--- config.mk ---
export PLATFORM = sky130hd
export DESIGN_NAME = alu16_arbiter
export DESIGN_NICKNAME = d
export VERILOG_FILES = /design/src/rtl/alu16_arbiter.sv
export SDC_FILE = /design/constraint.sdc
export NUM_CORES = 1
export LEC_CHECK = 0
export ABC_CLOCK_PERIOD_IN_PS = 1870
export BUFFER_PORTS_ARGS = -buffer_cell sky130_fd_sc_hd__buf_2
export CAP_MARGIN = 20
export CORE_MARGIN = 8
export CORE_UTILIZATION = 44
export CTS_BUF_LIST = sky130_fd_sc_hd__clkbuf_16
export CTS_CLUSTER_SIZE = 20
export DETAILED_ROUTE_END_ITERATION = 12
export PLACE_DENSITY = 0.9
export SLEW_MARGIN = 20
export SYNTH_ARGS = -nofsm -noshare
export SYNTH_HDL_FRONTEND = slang
export SYNTH_SLANG_ARGS = --single-unit
--- constraint.sdc ---
create_clock -name clk -period 1.87 [get_ports clk]
set_input_delay 0.374 -clock clk [delete_from_list [all_inputs] [get_ports clk]]
set_output_delay 0.374 -clock clk [all_outputs]
set_load 0.05 [all_outputs]
--- src/rtl/alu16_arbiter.sv ---
// Round-robin sequencer sharing one external alu16 datapath between two requesters.
// Optional carry chaining across operations is enabled by defining ALU16_ARB_CARRY_CHAIN_EN.
module alu16_arbiter #(
    parameter int SETTLE_CYCLES = 2,
    parameter int RR_RESET_PTR  = 0
) (
    input  logic        clk,
    input  logic        rst_n,
    input  logic [1:0]  req_valid,
    output logic [1:0]  req_ready,
    input  logic [31:0] req_a,
    input  logic [31:0] req_b,
    input  logic [7:0]  req_sel,
    input  logic [1:0]  req_mode,
    input  logic [1:0]  req_cin,
`ifdef ALU16_ARB_CARRY_CHAIN_EN
    input  logic [1:0]  req_chain,
`endif
    output logic [1:0]  rsp_valid,
    input  logic [1:0]  rsp_ready,
    output logic [15:0] rsp_result,
    output logic        rsp_cout,
    output logic [15:0] alu_a,
    output logic [15:0] alu_b,
    output logic [3:0]  alu_sel,
    output logic        alu_mode,
    output logic        alu_cin,
    input  logic [15:0] alu_result,
    input  logic        alu_cout,
    output logic        busy,
    output logic        grant_id
);

    localparam int         DATA_W      = 16;
    localparam logic [3:0] SETTLE_LOAD = 4'(SETTLE_CYCLES - 1);

    typedef enum logic [1:0] {IDLE, ISSUE, RESP} state_t;

    state_t            state;
    logic              ptr;
    logic [3:0]        settle_cnt;
    logic              win_vld;
    logic              win_id;
    logic [DATA_W-1:0] win_a;
    logic [DATA_W-1:0] win_b;
    logic [3:0]        win_sel;
    logic              win_mode;
    logic              win_cin;
`ifdef ALU16_ARB_CARRY_CHAIN_EN
    logic [1:0]        cflag;
`endif

    // Logic-mode operations never carry, in either direction.
    function automatic logic gate_carry(input logic mode, input logic carry);
        return carry & ~mode;
    endfunction

    always_comb begin
        win_vld  = |req_valid;
        win_id   = (req_valid == 2'b11) ? ptr : req_valid[1];
        win_a    = win_id ? req_a[31:16] : req_a[15:0];
        win_b    = win_id ? req_b[31:16] : req_b[15:0];
        win_sel  = win_id ? req_sel[7:4] : req_sel[3:0];
        win_mode = req_mode[win_id];
`ifdef ALU16_ARB_CARRY_CHAIN_EN
        win_cin  = req_chain[win_id] ? cflag[win_id] : req_cin[win_id];
`else
        win_cin  = req_cin[win_id];
`endif
        req_ready = 2'b00;
        if (state == IDLE && win_vld)
            req_ready = win_id ? 2'b10 : 2'b01;
    end

    assign busy      = (state != IDLE);
    assign rsp_valid = (state == RESP) ? (grant_id ? 2'b10 : 2'b01) : 2'b00;

    always_ff @(posedge clk or negedge rst_n) begin
        if (!rst_n) begin
            state      <= IDLE;
            ptr        <= 1'(RR_RESET_PTR);
            settle_cnt <= '0;
            grant_id   <= 1'b0;
            alu_a      <= '0;
            alu_b      <= '0;
            alu_sel    <= '0;
            alu_mode   <= 1'b0;
            alu_cin    <= 1'b0;
            rsp_result <= '0;
            rsp_cout   <= 1'b0;
`ifdef ALU16_ARB_CARRY_CHAIN_EN
            cflag      <= 2'b00;
`endif
        end else begin
            case (state)
                IDLE: begin
                    if (win_vld) begin
                        alu_a      <= win_a;
                        alu_b      <= win_b;
                        alu_sel    <= win_sel;
                        alu_mode   <= win_mode;
                        alu_cin    <= gate_carry(win_mode, win_cin);
                        grant_id   <= win_id;
                        settle_cnt <= SETTLE_LOAD;
                        state      <= ISSUE;
                    end
                end
                // ALU inputs stay frozen here while the external carry path resolves.
                ISSUE: begin
                    if (settle_cnt == 4'd0) begin
                        rsp_result <= alu_result;
                        rsp_cout   <= gate_carry(alu_mode, alu_cout);
                        state      <= RESP;
                    end else begin
                        settle_cnt <= settle_cnt - 4'd1;
                    end
                end
                RESP: begin
                    if (rsp_ready[grant_id]) begin
                        state <= IDLE;
                        ptr   <= ~grant_id;
`ifdef ALU16_ARB_CARRY_CHAIN_EN
                        if (!alu_mode)
                            cflag[grant_id] <= rsp_cout;
`endif
                    end
                end
                default: state <= IDLE;
            endcase
        end
    end

endmodule

# After elaboration in Yosys (flattened, before gate mapping)
# Cells that the tools add are included.
dict set report word_totals {
  wordCells 58
  output_inout_bits 61
  input_bits 99
  register_bits 63
}
dict set report classes {
  add_sub_neg 1
  n_mux 21
  reduce_logical 11
  n_lt_le_gt_ge 2
  n_bitwise 5
  eq_ne 7
}
# cell count
set op_table {}
lappend op_table {{$mux 16} 2}
lappend op_table {{$mux 2} 7}
lappend op_table {{$mux 4} 3}
lappend op_table {{$pmux 4 s2} 1}
lappend op_table {{$mux 1} 7}
lappend op_table {{$ne 2x2->1 const B} 3}
lappend op_table {{$pmux 2 s3} 1}
lappend op_table {{$reduce_and 2->1} 3}
lappend op_table {{$reduce_and 3->1} 2}
lappend op_table {{$eq 2x2->1 const B} 2}
lappend op_table {{$logic_not 4->1} 1}
lappend op_table {{$lt 1x2->1 const B} 2}
lappend op_table {{$reduce_bool 2->1} 2}
lappend op_table {{$sub 4x1->4 const B} 1}
lappend op_table {{$not 1->1} 3}
lappend op_table {{$and 1x1->1} 2}
lappend op_table {{$eq 2x1->1 const B} 1}
lappend op_table {{$logic_not 2->1} 1}
lappend op_table {{$ne 2x1->1 const B} 1}
lappend op_table {{$reduce_or 2->1} 1}
lappend op_table {{$logic_and 1x1->1} 1}

# Longest topological paths before layout
dict set report depth {
  ltp_word 6
  mapped_depth 6
  ltp_nobuf 5
}

# Worst setup path after synthesis
# Ideal clock, no wire load.
dict set report synth_timing {
  path_kind {flip-flop to output port}
  startpoint {register grant_id}
  endpoint {output port rsp_valid[0]}
  stages_incl_launch_ff 2
  t_arrival_ps 1331
  slack_ps 165
  t_required_ps 1496
  n_path_buf 0
  cell_sequence {dfrtp_1 > nor2_1}
}
dict set report synth_via {
  elab_chain_len 2
}
# element line_no
set synth_rtl {}
lappend synth_rtl {{start: declaration} 31} ;# output logic grant_id
lappend synth_rtl {{start signal: assignment} 103} ;# grant_id <= win_id;
lappend synth_rtl {{$mux 2 (2 in a row)} 76} ;# assign rsp_valid = (state == RESP) ? (grant_id ? 2'b10 : 2'b01) : 2'b00;
lappend synth_rtl {{end: declaration} 19} ;# output logic [1:0] rsp_valid,
# Every way passes these cells.

# Worst setup path in the final report
dict set report layout_timing {
  startpoint {register state[0]}
  endpoint {output port req_ready[0]}
}
dict set report layout_via {
  elab_chain_len 3
}
# element line_no
set layout_rtl {}
lappend layout_rtl {{start: declaration} 39} ;# state_t state;
lappend layout_rtl {{start signal: assignment} 80} ;# state <= IDLE;
lappend layout_rtl {{start signal: assignment} 105} ;# state <= ISSUE;
lappend layout_rtl {{start signal: assignment} 113} ;# state <= RESP;
lappend layout_rtl {{$logic_not 2->1} 71} ;# if (state == IDLE && win_vld)
lappend layout_rtl {{$logic_and 1x1->1} 71}
lappend layout_rtl {{$mux 2} 71}
lappend layout_rtl {{end: declaration} 10} ;# output logic [1:0] req_ready,
# Every way passes these cells.

==> run summary <==
CTS clk-pin slew, worst paths: 50 ps
Placer Congestion: 0.712
Asr flop ratio synth: 100%
Commonest cells post-synth: dfrtp_1, a21boi_0, a221o_1
Status: finished clean
# DRC: 0
Max-slew violations: 0
Share of the synthesized area in the top cell type: 54.3%
Setup TNS: 0 ps
Final worst setup slack: 67.0 ps
CP Launch Point: state[0]
Count leader, synth: dfrtp_1
Worst Path Required: 1500 ps
Initial antenna violation count: 0
Util after Layout: 63.0%
Power per cell area: 2170 mW/mm2
Initial DRC Count: 109
Fin crit share: 96.4%
Register area: 0.00158 mm2
Cell accounting for the most synthesized area: dfrtp_1
Post-synth EDFFs: 0
Slew headroom: 55.4%
Dpl cells: 447
Core area: 0.00635 mm2
Flop-to-flop setup slack: 210 ps
Minimum clock period: 1800 ps
Post-DP HPWL: 6250 um
Hold Path Class: input pin to asynchronous set/reset pin
Clock skew: 4.14 ps
Num rows: 29
Pre-antenna DRT Iters: 4
Slowest stage cell, crit path: dfrtp_2
Sequential-to-total area share from yosys stat: 54.3%
Detail Route Antenna Nets: 0
FF-to-FF End: rsp_result[2]
Critical path launch point type: flip-flop
Top Ports: 160
Area Growth Syn to Fin: 37.7%
Post-Syn Area: 0.00290 mm2
Global Route Usage Sum: 17.8%
Initial core utilization: 45.7%
RSZ-0062 raised after global routing: no
Skew-Pair Late Insertion Delay: 320 ps
Final Hold Viols: 0
R2R depth: 5
Top cells by area, synth: dfrtp_1, a221o_1, a21boi_0
Synth Register Bits: 63
Vias in the first global route: 2860
Fill count: 497
Cells after Synth: 224
Die Ht: 97.2 um
Peak VDD IR: 1550 uV
Die area: 0.00945 mm2
Multi-input gate area: 0.00117 mm2
# Post-CTS Setup Buffers: 0
Clock root cell: clkbuf_16
P_leak: 2.06 nW
Global-route wire length before repair: 14000 um
Max-Cap Viols: 0
Share of cells above drive strength 1: 52.6%
Slowest stage delay, CP: 440 ps
WL/cell: 18.3 um
Final net count: 482
CTS tree: done
Synthesized Nets: 325
DR vias/cell: 5.42
TritonCTS Sinks: 63
Critical path class: flip-flop to primary output
Slew @ Worst Pin: 669 ps
Final wirelength: 8470 um
Largest net degree at the start of global routing: 64
Crit path capture: req_ready[0]
Worst Setup End Kind: primary output
IO Port Bufs: 159
Finished Layout Cells: 463
Worst-path maximum fanout: 6
H-tree Lvls: 3
CP Cell Sequence: nor2_2 > and3_1 > clkbuf_4
Die width: 97.2 um
Syn Area/Cell: 13.0 um2
Antenna diodes: 0
Reg2Reg Launch Point: settle_cnt[0]
FMAX: 0.555 GHz
Global route total overflow: 0
Synth unique cells: 38
Clock Path Buffers: 2
Total CTS buffers: 9
Critical path data arrival time: 1430 ps
Post-synth top flop: dfrtp_1
# setup viols final: 0
Vias: 2509
Number of synthesis warnings: 0
Pre-CTS WS: 137 ps
## worst min-delay path by stage
stage                                 to  cells after the start
after global placement    rsp_result[11]                      2
after CTS                  rsp_result[0]                      2
after detailed placement   rsp_result[0]                      2
after global routing       rsp_result[0]                      2
final                           alu_b[3]                      2
after floorplan                 alu_a[0]                      0
## what timing repair did
item | CTS | global route
hold buffers | 0 | 0
gates resized for setup | 1 | 3
endpoints found under the setup margin | 1 | 2
pin swaps | 0 | 1
## cells by family after synthesis
group | count (synthesis) | share of synthesized area (%)
DFF | 63 | 54.3
AOI/OAI and AO/OA | 91 | 25.8
adders and majority gates | 2 | 0.862
muxes | 17 | 7.76
and+or+nand+nor | 25 | 5.82
buffers and inverters | 26 | 5.47
## layout by cell type, fill, tap and decap left out, types with 4 or more instances in the layout
| cell type | synthesis | final |
|---|---|---|
| o21ai_0 | 6 | 6 |
| dfrtp_1 | 63 | 62 |
| mux2_2 | 8 | 8 |
| buf_2 | 1 | 157 |
| buf_4 | 2 | 4 |
| inv_1 | 7 | 7 |
| a221o_1 | 36 | 36 |
| a21boi_0 | 36 | 36 |
| mux2_4 | 9 | 9 |
| a21oi_1 | 4 | 4 |
| clkbuf_16 | 0 | 9 |
## through the flow
stage	power [mW]	instance area [um2]	hold slack, ps
floorplan	6.10	2900	78.4
global placement	7.11	3720	407
detailed placement	7.25	3720	409
CTS	8.74	3990	68.1
global route	9.12	4000	74.1
finish	8.67	4000	51.9
## worst max-delay path: cells and delay by family, from the launching register on
kind	cells	cell delay [ps]
DFF	1	440
and+or+nand+nor	2	410
buffers and inverters	1	260
## layout make-up
| class | instances | area share [%] |
|---|---|---|
| Sequential cell | 63 | 39.5 |
| Multi-Input combinational cell | 135 | 29.4 |
| Timing Repair Buffer | 164 | 21.4 |
| Clock buffer | 9 | 5.63 |
| Tap cell | 77 | 2.41 |
| Clock inverter | 7 | 1.00 |
| Inverter | 8 | 0.751 |
## routing by layer
metal	GRT usage (%)	share of wire, %
met5	0	0
met3	7.33	8.8
met4	5.71	1.2
met1	22.0	45
met2	27.5	45
## where the power goes
group / total, mW / internal, mW / switching, mW
sequential: 2.43 / 2.03 / 0.399
combinational: 4.79 / 1.49 / 3.30
clock: 1.45 / 0.880 / 0.573
total: 8.67 / 4.40 / 4.28
## registers in the layout, summed over array words and instances, names as in the netlist
name / flops
state: 2
alu_cin: 1
alu_b: 16
ptr: 1
grant_id: 1
alu_mode: 1
alu_a: 16
rsp_cout: 1
settle_cnt: 4
rsp_result: 16
alu_sel: 4
Note: power is estimated with default switching activity, not from simulation.
